**config.mk**
```make
export PLATFORM = sky130hd
export DESIGN_NAME = uart_rx
export DESIGN_NICKNAME = d
export VERILOG_FILES = /design/src/rtl/uart_rx.sv
export SDC_FILE = /design/constraint.sdc
export NUM_CORES = 1
export LEC_CHECK = 0
export CAP_MARGIN = 40
export CORE_ASPECT_RATIO = 1.1
export CORE_MARGIN = 2
export CORE_UTILIZATION = 35
export CTS_BUF_LIST = sky130_fd_sc_hd__clkbuf_4 sky130_fd_sc_hd__clkbuf_8 sky130_fd_sc_hd__clkbuf_16
export CTS_CLUSTER_SIZE = 12
export DETAILED_ROUTE_END_ITERATION = 6
export GPL_TIMING_DRIVEN = 0
export HOLD_SLACK_MARGIN = 0.02
export PLACE_DENSITY = 0.61
export SKIP_LAST_GASP = 1
export SLEW_MARGIN = 20
export SYNTH_ARGS = -nofsm -noshare
export SYNTH_HDL_FRONTEND = slang
export SYNTH_SLANG_ARGS = --single-unit
```
**constraint.sdc**
```tcl
create_clock -name clk -period 1.8 [get_ports clk]
set_clock_uncertainty 0.15 [all_clocks]
set_input_delay 0.36 -clock clk [delete_from_list [all_inputs] [get_ports clk]]
set_output_delay 0.36 -clock clk [all_outputs]
set_load 0.005 [all_outputs]
```
**src/rtl/uart_rx.sv**
```systemverilog
// UART receiver: 2-flop synchronised, PRESCALE-oversampled, optional parity, one stop bit.
// Define UART_RX_MAJORITY_EN to decide each bit by a 2-of-3 vote around mid-bit.
module uart_rx #(
  parameter int DATA_WIDTH = 8,
  parameter int PRESCALE   = 8
) (
  input  logic                  clk,
  input  logic                  rst,
  input  logic                  rx_in,
  input  logic                  par_en,
  input  logic                  par_typ,
  output logic [DATA_WIDTH-1:0] p_data,
  output logic                  data_valid,
  output logic                  par_err,
  output logic                  stop_err,
  output logic                  busy
);

  localparam int CW = (PRESCALE > 1) ? $clog2(PRESCALE) : 1;
  localparam int BW = (DATA_WIDTH > 1) ? $clog2(DATA_WIDTH) : 1;

  localparam logic [2:0] IDLE   = 3'd0;
  localparam logic [2:0] START  = 3'd1;
  localparam logic [2:0] DATA   = 3'd2;
  localparam logic [2:0] PARITY = 3'd3;
  localparam logic [2:0] STOP   = 3'd4;

  localparam logic [CW-1:0] CNT_LAST = CW'(PRESCALE - 1);
  localparam logic [BW-1:0] BIT_LAST = BW'(DATA_WIDTH - 1);

`ifdef UART_RX_MAJORITY_EN
  localparam logic [CW-1:0] CNT_PRE0   = CW'(PRESCALE/2 - 1);
  localparam logic [CW-1:0] CNT_PRE1   = CW'(PRESCALE/2);
  localparam logic [CW-1:0] CNT_SAMPLE = CW'(PRESCALE/2 + 1);
`else
  localparam logic [CW-1:0] CNT_SAMPLE = CW'(PRESCALE/2);
`endif

  logic [2:0]            state;
  logic                  rx_m;
  logic                  rx_s;
  logic                  rx_d;
  logic [CW-1:0]         edge_cnt;
  logic [BW-1:0]         bit_cnt;
  logic [DATA_WIDTH-1:0] shift_reg;
  logic                  par_en_l;
  logic                  par_typ_l;
  logic                  par_bad;
  logic                  sample_bit;
  logic                  at_sample;
  logic                  at_last;

`ifdef UART_RX_MAJORITY_EN
  logic [1:0] pre;

  // The two earlier votes are held; the third is the live rx_s at the decision cycle.
  always_ff @(posedge clk or negedge rst) begin
    if (!rst) begin
      pre <= 2'b11;
    end else begin
      if (edge_cnt == CNT_PRE0) pre[0] <= rx_s;
      if (edge_cnt == CNT_PRE1) pre[1] <= rx_s;
    end
  end

  always_comb begin
    sample_bit = (pre[0] & pre[1]) | (pre[0] & rx_s) | (pre[1] & rx_s);
  end
`else
  always_comb begin
    sample_bit = rx_s;
  end
`endif

  always_comb begin
    at_sample = (edge_cnt == CNT_SAMPLE);
    at_last   = (edge_cnt == CNT_LAST);
  end

  assign busy = (state != IDLE);

  always_ff @(posedge clk or negedge rst) begin
    if (!rst) begin
      rx_m       <= 1'b1;
      rx_s       <= 1'b1;
      rx_d       <= 1'b1;
      state      <= IDLE;
      edge_cnt   <= '0;
      bit_cnt    <= '0;
      shift_reg  <= '0;
      par_en_l   <= 1'b0;
      par_typ_l  <= 1'b0;
      par_bad    <= 1'b0;
      p_data     <= '0;
      data_valid <= 1'b0;
      par_err    <= 1'b0;
      stop_err   <= 1'b0;
    end else begin
      rx_m       <= rx_in;
      rx_s       <= rx_m;
      rx_d       <= rx_s;
      data_valid <= 1'b0;
      par_err    <= 1'b0;
      stop_err   <= 1'b0;

      if (state == IDLE || at_last) edge_cnt <= '0;
      else                          edge_cnt <= edge_cnt + 1'b1;

      case (state)
        IDLE: begin
          bit_cnt <= '0;
          if (rx_d && !rx_s) begin
            state     <= START;
            par_en_l  <= par_en;
            par_typ_l <= par_typ;
            par_bad   <= 1'b0;
          end
        end
        START: begin
          if (at_sample && sample_bit) state <= IDLE;
          else if (at_last)            state <= DATA;
        end
        DATA: begin
          if (at_sample) shift_reg[bit_cnt] <= sample_bit;
          if (at_last) begin
            if (bit_cnt == BIT_LAST) begin
              bit_cnt <= '0;
              state   <= par_en_l ? PARITY : STOP;
            end else begin
              bit_cnt <= bit_cnt + 1'b1;
            end
          end
        end
        PARITY: begin
          if (at_sample) par_bad <= (sample_bit != ((^shift_reg) ^ par_typ_l));
          if (at_last)   state   <= STOP;
        end
        STOP: begin
          // Leaving at mid-stop leaves half a bit to catch a back-to-back start edge.
          if (at_sample) begin
            state    <= IDLE;
            par_err  <= par_bad;
            stop_err <= !sample_bit;
            if (!par_bad && sample_bit) begin
              p_data     <= shift_reg;
              data_valid <= 1'b1;
            end
          end
        end
        default: state <= IDLE;
      endcase
    end
  end

endmodule

```
== Yosys cells after proc, flatten, opt, wreduce, memory -nomap -nowiden ==
Index checks and enable logic that the tools add are counted.
Widths: inputs -> output; s select.
Cells by class
  eq/ne operators: 15
  reductions and logical operators: 18
  add/subtract/negate cells: 2
  bitwise operators: 1
  order comparisons: 2
  muxes and demuxes: 26
Operator list (count)
  $mux 3: 11
  $pmux 3 s5: 1
  $eq 3x3->1 const B: 4
  $mux 1: 10
  $ne 2x2->1 const B: 5
  $bwmux 8: 1
  $reduce_xor 8->1: 1
  $add 3x1->3 const B: 2
  $eq 3x2->1 const B: 2
  $pmux 3 s2: 1
  $reduce_and 2->1: 3
  $reduce_and 3->1: 2
  $reduce_and 6->1: 1
  $logic_and 1x1->1: 4
  $lt 3x4->1 const B: 1
  $reduce_bool 2->1: 2
  $demux 1 s3: 1
  $eq 3x1->1 const B: 1
  $ge 3x1->1 const B: 1
  $logic_not 3->1: 1
  $ne 3x3->1 const B: 1
  $reduce_bool 3->1: 1
  $logic_not 1->1: 2
  $ne 2x1->1 const B: 1
  4 further kinds: 4
Storage, ports and cells
  register bits: 34
  output and inout port bits: 12
  logic and storage cells: 78
  input port bits: 5

== Depth between registers and ports, before layout ==
Gate-level depths: netlist (run 1).
  depth after elaboration: 5
  gate-level depth with buffers: 7
  depth with buffers taken out: 6

== Least setup slack after synthesis (run 1) ==
OpenSTA, ideal clock, no wires.
  path kind: register -> register
  start: register edge_cnt[0]
  end: register p_data[0]
  slack: 0.015 ns
  period minus slack after synthesis: 1.785 ns
  data required time: 1.525 ns
  library setup time: 0.125 ns
  path buffers: 1
  data arrival time: 1.511 ns
  stages on the path, launching flop included: 8
  cell sequence: dfrtp_1 > inv_1 > ha_1 > and3b_2 > nand2_1 > nor3b_2 > buf_4 > mux2_2
On the way
  word-level cells in the longest chain between the ends: 2
Ends and longest elaborated chain
  start: declaration: RTL line 43  | logic [CW-1:0] edge_cnt;
  start signal: assignment: RTL line 107  | else edge_cnt <= edge_cnt + 1'b1;
  $eq 3x3->1: RTL line 76  | at_sample = (edge_cnt == CNT_SAMPLE);
  $reduce_and 3->1 (no line)
  end signal: assignment: RTL line 145  | p_data <= shift_reg;
  end: declaration: RTL line 12  | output logic [DATA_WIDTH-1:0] p_data,
Every way passes these cells.
A chain may end at the register's enable or synchronous reset.

== Final worst setup path (run 1) ==
  start: register edge_cnt[0]
  end: register shift_reg[2]
On the way
  word-level cells in the longest chain between the ends: 2
Ends and longest elaborated chain
  $eq 3x3->1: RTL line 76
  $reduce_and 2->1 (no line)
  end signal: indexed assignment: RTL line 124  | if (at_sample) shift_reg[bit_cnt] <= sample_bit;
  end: declaration: RTL line 45  | logic [DATA_WIDTH-1:0] shift_reg;
Every way passes these cells.

==> load_flow_metrics.sql, run 1 <==
INSERT INTO impl_metrics (metric_group, metric, value, unit) VALUES
('status', 'outcome', 'complete, but fails checks', ''),
('clock_tree', 'cts.reportedPaths.clkPinSlew', '70', 'ps'),
('drt', 'via_count', '1203', ''),
('global_routing', 'grt.met1_usage', '19.2', '%'),
('timing', 'slew_headroom', '71.2', '%'),
('placed_design', 'dp_hpwl', '2140', 'um'),
('hold_path', 'worst_hold_path.endpoint', 'rx_s', ''),
('power_and_ir_drop', 'powerDensity', '1070', 'nW/um2'),
('global_routing', 'grt.total_usage', '14.7', '%'),
('drt', 'post-route-drc-count', '0', ''),
('job', 'maxCapViolCount', '0', ''),
('yosys', 'mappedNetlistNets', '144', ''),
('yosys', 'netlist_area', '1610', 'um2'),
('global_routing', 'global_route.usage.met2', '22.6', '%'),
('clock_tree', 'tritoncts.num_buffers', '5', ''),
('yosys', 'synth.distinct_cells', '33', ''),
('floorplan', 'die_width', '68.6', 'um'),
('drt', 'detail_route.iter0.violations', '48', ''),
('timing', 'grt_setup_unrepaired', 'yes', ''),
('worst_setup_path', 'worst_ep_required_time', '1820', 'ps'),
('worst_setup_path', 'timing.critical_path.from_type', 'register', ''),
('final_layout', 'fraction_of_final_layout_cells_sized_beyond_drive_strength_1', '43.2', '%'),
('floorplan', 'die_y', '75.1', 'um'),
('clock_tree', 'cts-root-buf', 'sky130_fd_sc_hd__clkbuf_8', ''),
('yosys', 'seq_area_frac_synth', '53.2', '%'),
('clock_tree', 'clock_sinks', '34', ''),
('worst_setup_path', 'crit_path_cell_trace', 'inv_2 -> ha_4 -> and3b_2 -> buf_6 -> nand3b_1 -> nor3_2 -> mux2_2', ''),
('final_layout', 'num-nets-final', '185', ''),
('timing', 'fin_crit', '1960', 'ps'),
('timing', 'setup_failing_eps_final', '13', ''),
('global_routing', 'globalRouteOverflowTotal', '0', ''),
('timing', 'finalHoldViolCount', '0', ''),
('floorplan', 'start_util', '37.0', '%'),
('power_and_ir_drop', 'p_leak', '0.996', 'nW'),
('floorplan', 'core-area', '4350', 'um2'),
('hold_path', 'holdPathStages', '0', ''),
('power_and_ir_drop', 'vdd_drop_max', '718', 'uV'),
('yosys', 'synth.ff_latch_count', '34', ''),
('global_routing', 'grt_most_used_layer', 'met2', ''),
('global_routing', 'grt_pass1_wl', '5490', 'um'),
('global_routing', 'use_met3', '4.78', '%'),
('clock_tree', 'clk_latency', '290', 'ps'),
('final_layout', 'flow.area_growth_from_synthesis', '36.5', '%'),
('timing', 'post_route_worst_setup_slack', '-163', 'ps'),
('clock_tree', 'tritoncts_clock_tree', 'built', ''),
('yosys', 'syn-instance-count', '134', ''),
('timing', 'timing.final.max_slew_violations', '0', ''),
('drt', 'ant_nets', '0', ''),
('worst_setup_path', 'cp_slowest_stage_delay', '400', 'ps'),
('final_layout', 'final-instance-count-excl-fill', '230', ''),
('timing', 'period_share', '109', '%'),
('hold_path', 'hold_path.startpoint', 'rx_m', ''),
('worst_setup_path', 'timing_worst_setup_path_type', 'reg -> reg', ''),
('floorplan', 'top_level_ports', '17', ''),
('drt', 'drt_wl_total', '3440', 'um'),
('yosys', 'syn_area_per_cell', '12.0', 'um2'),
('worst_setup_path', 'critical-path-slowest-cell', 'sky130_fd_sc_hd__dfrtp_1', ''),
('hold_path', 'hold_path_class', 'reg -> reg', ''),
('worst_setup_path', 'worst-r2r-setup-slack', '-160', 'ps'),
('placed_design', 'gp_routability_congestion', '0.729', ''),
('worst_setup_path', 'cp-end-kind', 'register', ''),
('status', 'violations', 'setup timing', ''),
('floorplan', 'fp.dieArea', '5150', 'um2'),
('global_routing', 'antenna_violations_before_repair', '0', ''),
('worst_setup_path', 'cp_top_family', 'simple AND/OR/NAND/NOR gates', ''),
('yosys', 'yosys_warnings', '0', ''),
('global_routing', 'first_global_vias', '1161', ''),
('placed_design', 'place_inst', '205', ''),
('worst_setup_path', 'worst_r2r_endpoint', 'shift_reg[2]', ''),
('drt', 'avgViaCountPerCell', '5.23', ''),
('global_routing', 'pin_count_of_the_biggest_net_entering_global_routing', '24', '');
[cell usage after synthesis]
master / count / area [um2]
sky130_fd_sc_hd__a2111o_1: 1 / 11.3
sky130_fd_sc_hd__a21oi_1: 3 / 15.0
sky130_fd_sc_hd__a22o_1: 4 / 35.0
sky130_fd_sc_hd__and2_1: 2 / 12.5
sky130_fd_sc_hd__and2b_2: 1 / 8.76
sky130_fd_sc_hd__and3_1: 1 / 6.26
sky130_fd_sc_hd__and3_2: 1 / 7.51
sky130_fd_sc_hd__and3b_2: 1 / 10.0
sky130_fd_sc_hd__buf_4: 1 / 7.51
sky130_fd_sc_hd__buf_6: 2 / 22.5
sky130_fd_sc_hd__clkbuf_1: 2 / 7.51
sky130_fd_sc_hd__dfrtp_1: 31 / 776
sky130_fd_sc_hd__dfstp_2: 3 / 78.8
sky130_fd_sc_hd__ha_1: 5 / 62.6
sky130_fd_sc_hd__inv_1: 9 / 33.8
sky130_fd_sc_hd__mux2_2: 18 / 203
sky130_fd_sc_hd__nand2_1: 5 / 18.8
sky130_fd_sc_hd__nand3_1: 9 / 45.0
sky130_fd_sc_hd__nand3b_1: 2 / 15.0
sky130_fd_sc_hd__nand4_1: 2 / 12.5
sky130_fd_sc_hd__nor2_1: 4 / 15.0
sky130_fd_sc_hd__nor2b_2: 1 / 8.76
sky130_fd_sc_hd__nor3_1: 6 / 30.0
sky130_fd_sc_hd__nor3b_1: 1 / 7.51
sky130_fd_sc_hd__nor3b_2: 1 / 12.5
sky130_fd_sc_hd__o211ai_1: 1 / 7.51
sky130_fd_sc_hd__o21ai_0: 6 / 30.0
sky130_fd_sc_hd__o2bb2a_1: 1 / 10.0
sky130_fd_sc_hd__o31ai_1: 1 / 7.51
sky130_fd_sc_hd__or2_2: 1 / 6.26
sky130_fd_sc_hd__xnor2_1: 6 / 52.6
sky130_fd_sc_hd__xnor3_1: 1 / 22.5
sky130_fd_sc_hd__xor2_1: 1 / 8.76
[power by group]
group | internal (mW) | total [mW] | switching [mW]
combinational | 0.435 | 0.792 | 0.357
sequential | 0.869 | 0.955 | 0.0860
clock | 0.323 | 0.594 | 0.271
[kinds of logic after synthesis]
| kind of cell | Yosys count | synth area share, % |
|---|---|---|
| and+or+nand+nor | 38 | 13.5 |
| DFF | 34 | 53.2 |
| muxes | 18 | 12.6 |
| AOI/OAI and AO/OA | 17 | 7.24 |
| buffers and inverters | 14 | 4.44 |
| xor gates and xnor gates | 8 | 5.21 |
| adders and majority gates | 5 | 3.89 |
[metrics by stage]
stage / area (um2) / utilization, % / hold WS [ps] / power, mW
2_1_floorplan: 1610 / - / -85.6 / 1.36
5_1_grt: 2190 / 50.5 / 214 / 2.47
6_report: 2190 / 50.5 / 207 / 2.34
3_3_place_gp: 1840 / 42.2 / 196 / 1.48
4_1_cts: 2080 / 47.8 / 209 / 2.25
3_5_place_dp: 1860 / 42.7 / 120 / 1.52
[worst max-delay path by stage]
stage,from,to,slack [ps],cells past startpoint
detailed placement,state[1],busy,-170,4
global placement,rst,shift_reg[2],-430,1
finish,edge_cnt[0],shift_reg[2],-160,7
CTS,edge_cnt[0],shift_reg[0],-60,7
floorplan,edge_cnt[0],p_data[0],10,7
global route,edge_cnt[0],shift_reg[2],-220,7
[layout make-up]
cell class	count	area, um2
repair buffers	35	323
multi-input cells	86	781
plain buffers	4	37.5
fillers	370	2150
clock buffers	7	90.1
clock inverters	1	5.00
inverters	9	33.8
well taps	54	67.6
flip-flops and latches	34	857
[what timing repair did]
action	CTS	global route
endpoints found under the hold margin	10	0
setup buffers	7	9
cloned	1	0
resized for setup	19	15
hold buffers	1	0
pin swaps	2	3
endpoints found under the setup margin	19	19
[worst reg2reg max path: stages (launching register included)]
cell and delay [ps]:
sky130_fd_sc_hd__dfrtp_1 400, sky130_fd_sc_hd__inv_2 70, sky130_fd_sc_hd__ha_4 130, sky130_fd_sc_hd__and3b_2 200, sky130_fd_sc_hd__buf_6 100, sky130_fd_sc_hd__nand3b_1 210
sky130_fd_sc_hd__nor3_2 230, sky130_fd_sc_hd__mux2_2 360
[layout by cell type (no fill, tap or decap), drive strengths merged, types with 4 or more instances in the layout]
cell type      synthesis  routed
a22o                   4       4
buf                    3      22
clkbuf                 2       9
clkdlybuf4s50          0      14
dfrtp                 31      31
ha                     5       5
inv                    9       9
mux2                  18      18
nand2                  5       5
nand3                  9       9
nor2                   4       4
nor3                   6       6
o21ai                  6       6
xnor2                  6       6
[routing by layer]
layer | vias to the layer above | wire length (um)
li1 | 548 | -
met1 | 603 | 1480
met2 | 40 | 1670
met4 | 0 | 101
met5 | - | 0
met3 | 12 | 186
Power figures use the tool's default switching activity.
==> inputs of run 2 (changes only) <==
GPL_TIMING_DRIVEN = unset   (was 0)
==> load_flow_metrics.sql, run 2 (synthesized netlist as in run 1, its figures left out) <==
INSERT INTO impl_metrics (metric_group, metric, value, unit) VALUES
('status', 'outcome', 'complete, but fails checks', ''),
('status', 'violations', 'setup timing', ''),
('worst_setup_path', 'critical_path.reg2reg.startpoint', 'state[0]', ''),
('floorplan', 'fp.dieArea', '5150', 'um2'),
('placed_design', 'place_inst', '213', ''),
('power_and_ir_drop', 'powerDensity', '1060', 'nW/um2'),
('power_and_ir_drop', 'cellInternalPower', '1.58', 'mW'),
('final_layout', 'mostFrequentLayoutCells', 'sky130_fd_sc_hd__dfrtp_1 (28), sky130_fd_sc_hd__mux2_2 (18), sky130_fd_sc_hd__buf_4 (16)', ''),
('clock_tree', 'cts.reportedPaths.clkPinSlew', '70', 'ps'),
('timing', 'setup_failing_eps_final', '13', ''),
('timing', 'max_freq', '536', 'MHz'),
('drt', 'detail_route.iter0.violations', '14', ''),
('final_layout', 'final-instance-count-excl-fill', '226', ''),
('clock_tree', 'clk_latency', '280', 'ps'),
('clock_tree', 'cts-root-buf', 'sky130_fd_sc_hd__clkbuf_8', ''),
('power_and_ir_drop', 'power.switching', '650', 'uW'),
('final_layout', 'num-nets-final', '181', ''),
('power_and_ir_drop', 'p_leak', '0.964', 'nW'),
('drt', 'via_count', '1126', ''),
('floorplan', 'rows', '25', ''),
('placed_design', 'dp_slack', '-50.5', 'ps'),
('worst_setup_path', 'worst-r2r-cell-count', '6', ''),
('hold_path', 'worst_hold_path.endpoint', 'rx_s', ''),
('timing', 'period_share', '104', '%'),
('floorplan', 'die_y', '75.1', 'um'),
('global_routing', 'antenna_violations_before_repair', '0', ''),
('worst_setup_path', 'timing_worst_setup_path_type', 'reg -> reg', ''),
('job', 'maxCapViolCount', '0', ''),
('global_routing', 'grt.total_usage', '14.3', '%'),
('timing', 'slew_headroom', '83.4', '%'),
('clock_tree', 'clock_sinks', '34', ''),
('placed_design', 'gp_routability_congestion', '0.781', ''),
('clock_tree', 'clk_path_buf_depth', '2', ''),
('drt', 'routed_wire_length_per_instance', '13.7', 'um'),
('power_and_ir_drop', 'sequentialPowerShare', '42.3', '%'),
('timing', 'tightest_slew', '248', 'ps'),
('power_and_ir_drop', 'switching_power_as_a_share_of_total_power', '29.1', '%'),
('worst_setup_path', 'timing.critical_path.from_type', 'register', ''),
('drt', 'drt_wl_total', '3090', 'um'),
('timing', 'finalHoldViolCount', '0', ''),
('hold_path', 'holdPathStages', '0', ''),
('global_routing', 'globalRouteOverflowTotal', '0', ''),
('timing', 'fin_crit', '1870', 'ps'),
('floorplan', 'die_width', '68.6', 'um'),
('final_layout', 'diodes', '0', ''),
('worst_setup_path', 'worst_ep_required_time', '1820', 'ps'),
('global_routing', 'pin_count_of_the_biggest_net_entering_global_routing', '35', ''),
('worst_setup_path', 'cp_data_arrival_time', '1880', 'ps'),
('power_and_ir_drop', 'vdd_drop_max', '590', 'uV'),
('clock_tree', 'cts_max_level', '2', ''),
('worst_setup_path', 'crit_fanout', '9', ''),
('global_routing', 'first_global_vias', '1170', ''),
('floorplan', 'start_util', '37.0', '%'),
('clock_tree', 'tritoncts_clock_tree', 'built', ''),
('placed_design', 'dp_hpwl', '2260', 'um'),
('power_and_ir_drop', 'p_comb_share', '31.5', '%'),
('drt', 'avgViaCountPerCell', '4.98', ''),
('clock_tree', 'tritoncts.num_buffers', '5', ''),
('power_and_ir_drop', 'report.power.total', '2.23', 'mW'),
('timing', 'timing.final.max_slew_violations', '0', ''),
('power_and_ir_drop', 'share_clk_of_total_power', '26.2', '%'),
('final_layout', 'filler_cell_count', '409', ''),
('worst_setup_path', 'worst-r2r-setup-slack', '-70', 'ps'),
('final_layout', 'layout_commonest_cell', 'sky130_fd_sc_hd__dfrtp_1', ''),
('worst_setup_path', 'worst_r2r_endpoint', 'p_data[6]', ''),
('floorplan', 'core-area', '4350', 'um2'),
('drt', 'ant_nets', '0', ''),
('final_layout', 'fraction_of_final_layout_cells_sized_beyond_drive_strength_1', '39.5', '%'),
('final_layout', 'flow.area_growth_from_synthesis', '31.3', '%'),
('drt', 'post-route-drc-count', '0', ''),
('global_routing', 'grt_pass1_wl', '5360', 'um'),
('floorplan', 'top_level_ports', '17', ''),
('timing', 'grt_setup_unrepaired', 'yes', ''),
('hold_path', 'hold_path.startpoint', 'rx_m', ''),
('hold_path', 'hold_path_class', 'reg -> reg', ''),
('placed_design', 'port_buffers', '16', ''),
('worst_setup_path', 'cp-end-kind', 'register', ''),
('drt', 'drt_pre_antenna_iters', '4', ''),
('timing', 'post_route_worst_setup_slack', '-65.9', 'ps');
[run 2: worst max-delay path by stage]
stage | from | end | slack, ps | cells after the start
6_report | state[0] | p_data[6] | -70 | 6
5_1_grt | edge_cnt[0] | p_data[6] | -150 | 7
4_1_cts | state[0] | p_data[6] | -50 | 6
3_5_place_dp | edge_cnt[0] | p_data[6] | -50 | 7
3_3_place_gp | edge_cnt[0] | shift_reg[0] | 0.5 | 6
2_1_floorplan | edge_cnt[0] | p_data[0] | 10 | 7
[run 2: layout make-up]
cell class / instances / area, um2 / share of cell area (%)
Clock inverter: 1 / 5.00 / 0.237
Timing Repair Buffer: 35 / 322 / 15.2
Clock buffer: 7 / 90.1 / 4.27
Inverter: 9 / 33.8 / 1.60
Multi-Input combinational cell: 86 / 734 / 34.8
Sequential cell: 34 / 858 / 40.7
Tap cell: 54 / 67.6 / 3.20
[run 2: what timing repair did]
| item | CTS | global route |
|---|---|---|
| resized for setup | 7 | 12 |
| setup endpoints to repair | 10 | 18 |
| hold buffers | 0 | 0 |
| pin swaps | 1 | 2 |
| setup buffers | 3 | 2 |
[run 2: critical path: stages, from the launching register on]
cell and delay, ps:
sky130_fd_sc_hd__dfrtp_2 410, sky130_fd_sc_hd__buf_4 150, sky130_fd_sc_hd__and3b_2 260, sky130_fd_sc_hd__nand2_1 80, sky130_fd_sc_hd__nor3b_2 180, sky130_fd_sc_hd__buf_6 160, sky130_fd_sc_hd__mux2_2 340
[run 2: metal layers]
metal | vias to the layer above | wire [um] | global-route usage (%)
met5 | - | 0 | 0
met4 | 0 | 48 | 7.11
met3 | 5 | 92 | 4.33
met2 | 14 | 1570 | 23.2
met1 | 562 | 1380 | 17.2
li1 | 545 | - | -
[run 2: through the flow]
step                cell area, um2  util [%]  TNS [ps]  hold slack (ps)
finish                        2110      48.5      -535              209
CTS                           2050      47.1      -451              214
global route                  2110      48.5     -1930              215
detailed placement            1920      44.1      -325              204
global placement              1920      44.1         0              199
floorplan                     1610         -         0            -85.6
[run 2: power groups by stage]
stage	clock network, mW	registers [mW]	logic [mW]
floorplan	0	0.944	0.415
finish	0.586	0.945	0.703
global route	0.643	0.957	0.793
CTS	0.610	0.947	0.662
global placement	0	0.972	0.584
detailed placement	0	0.978	0.609
==> inputs of run 3 (changes only) <==
CTS_CLUSTER_SIZE = 16   (was 12)
==> results of run 3 <==
The final DEF is identical to that of run 2; final timing and power are the same.
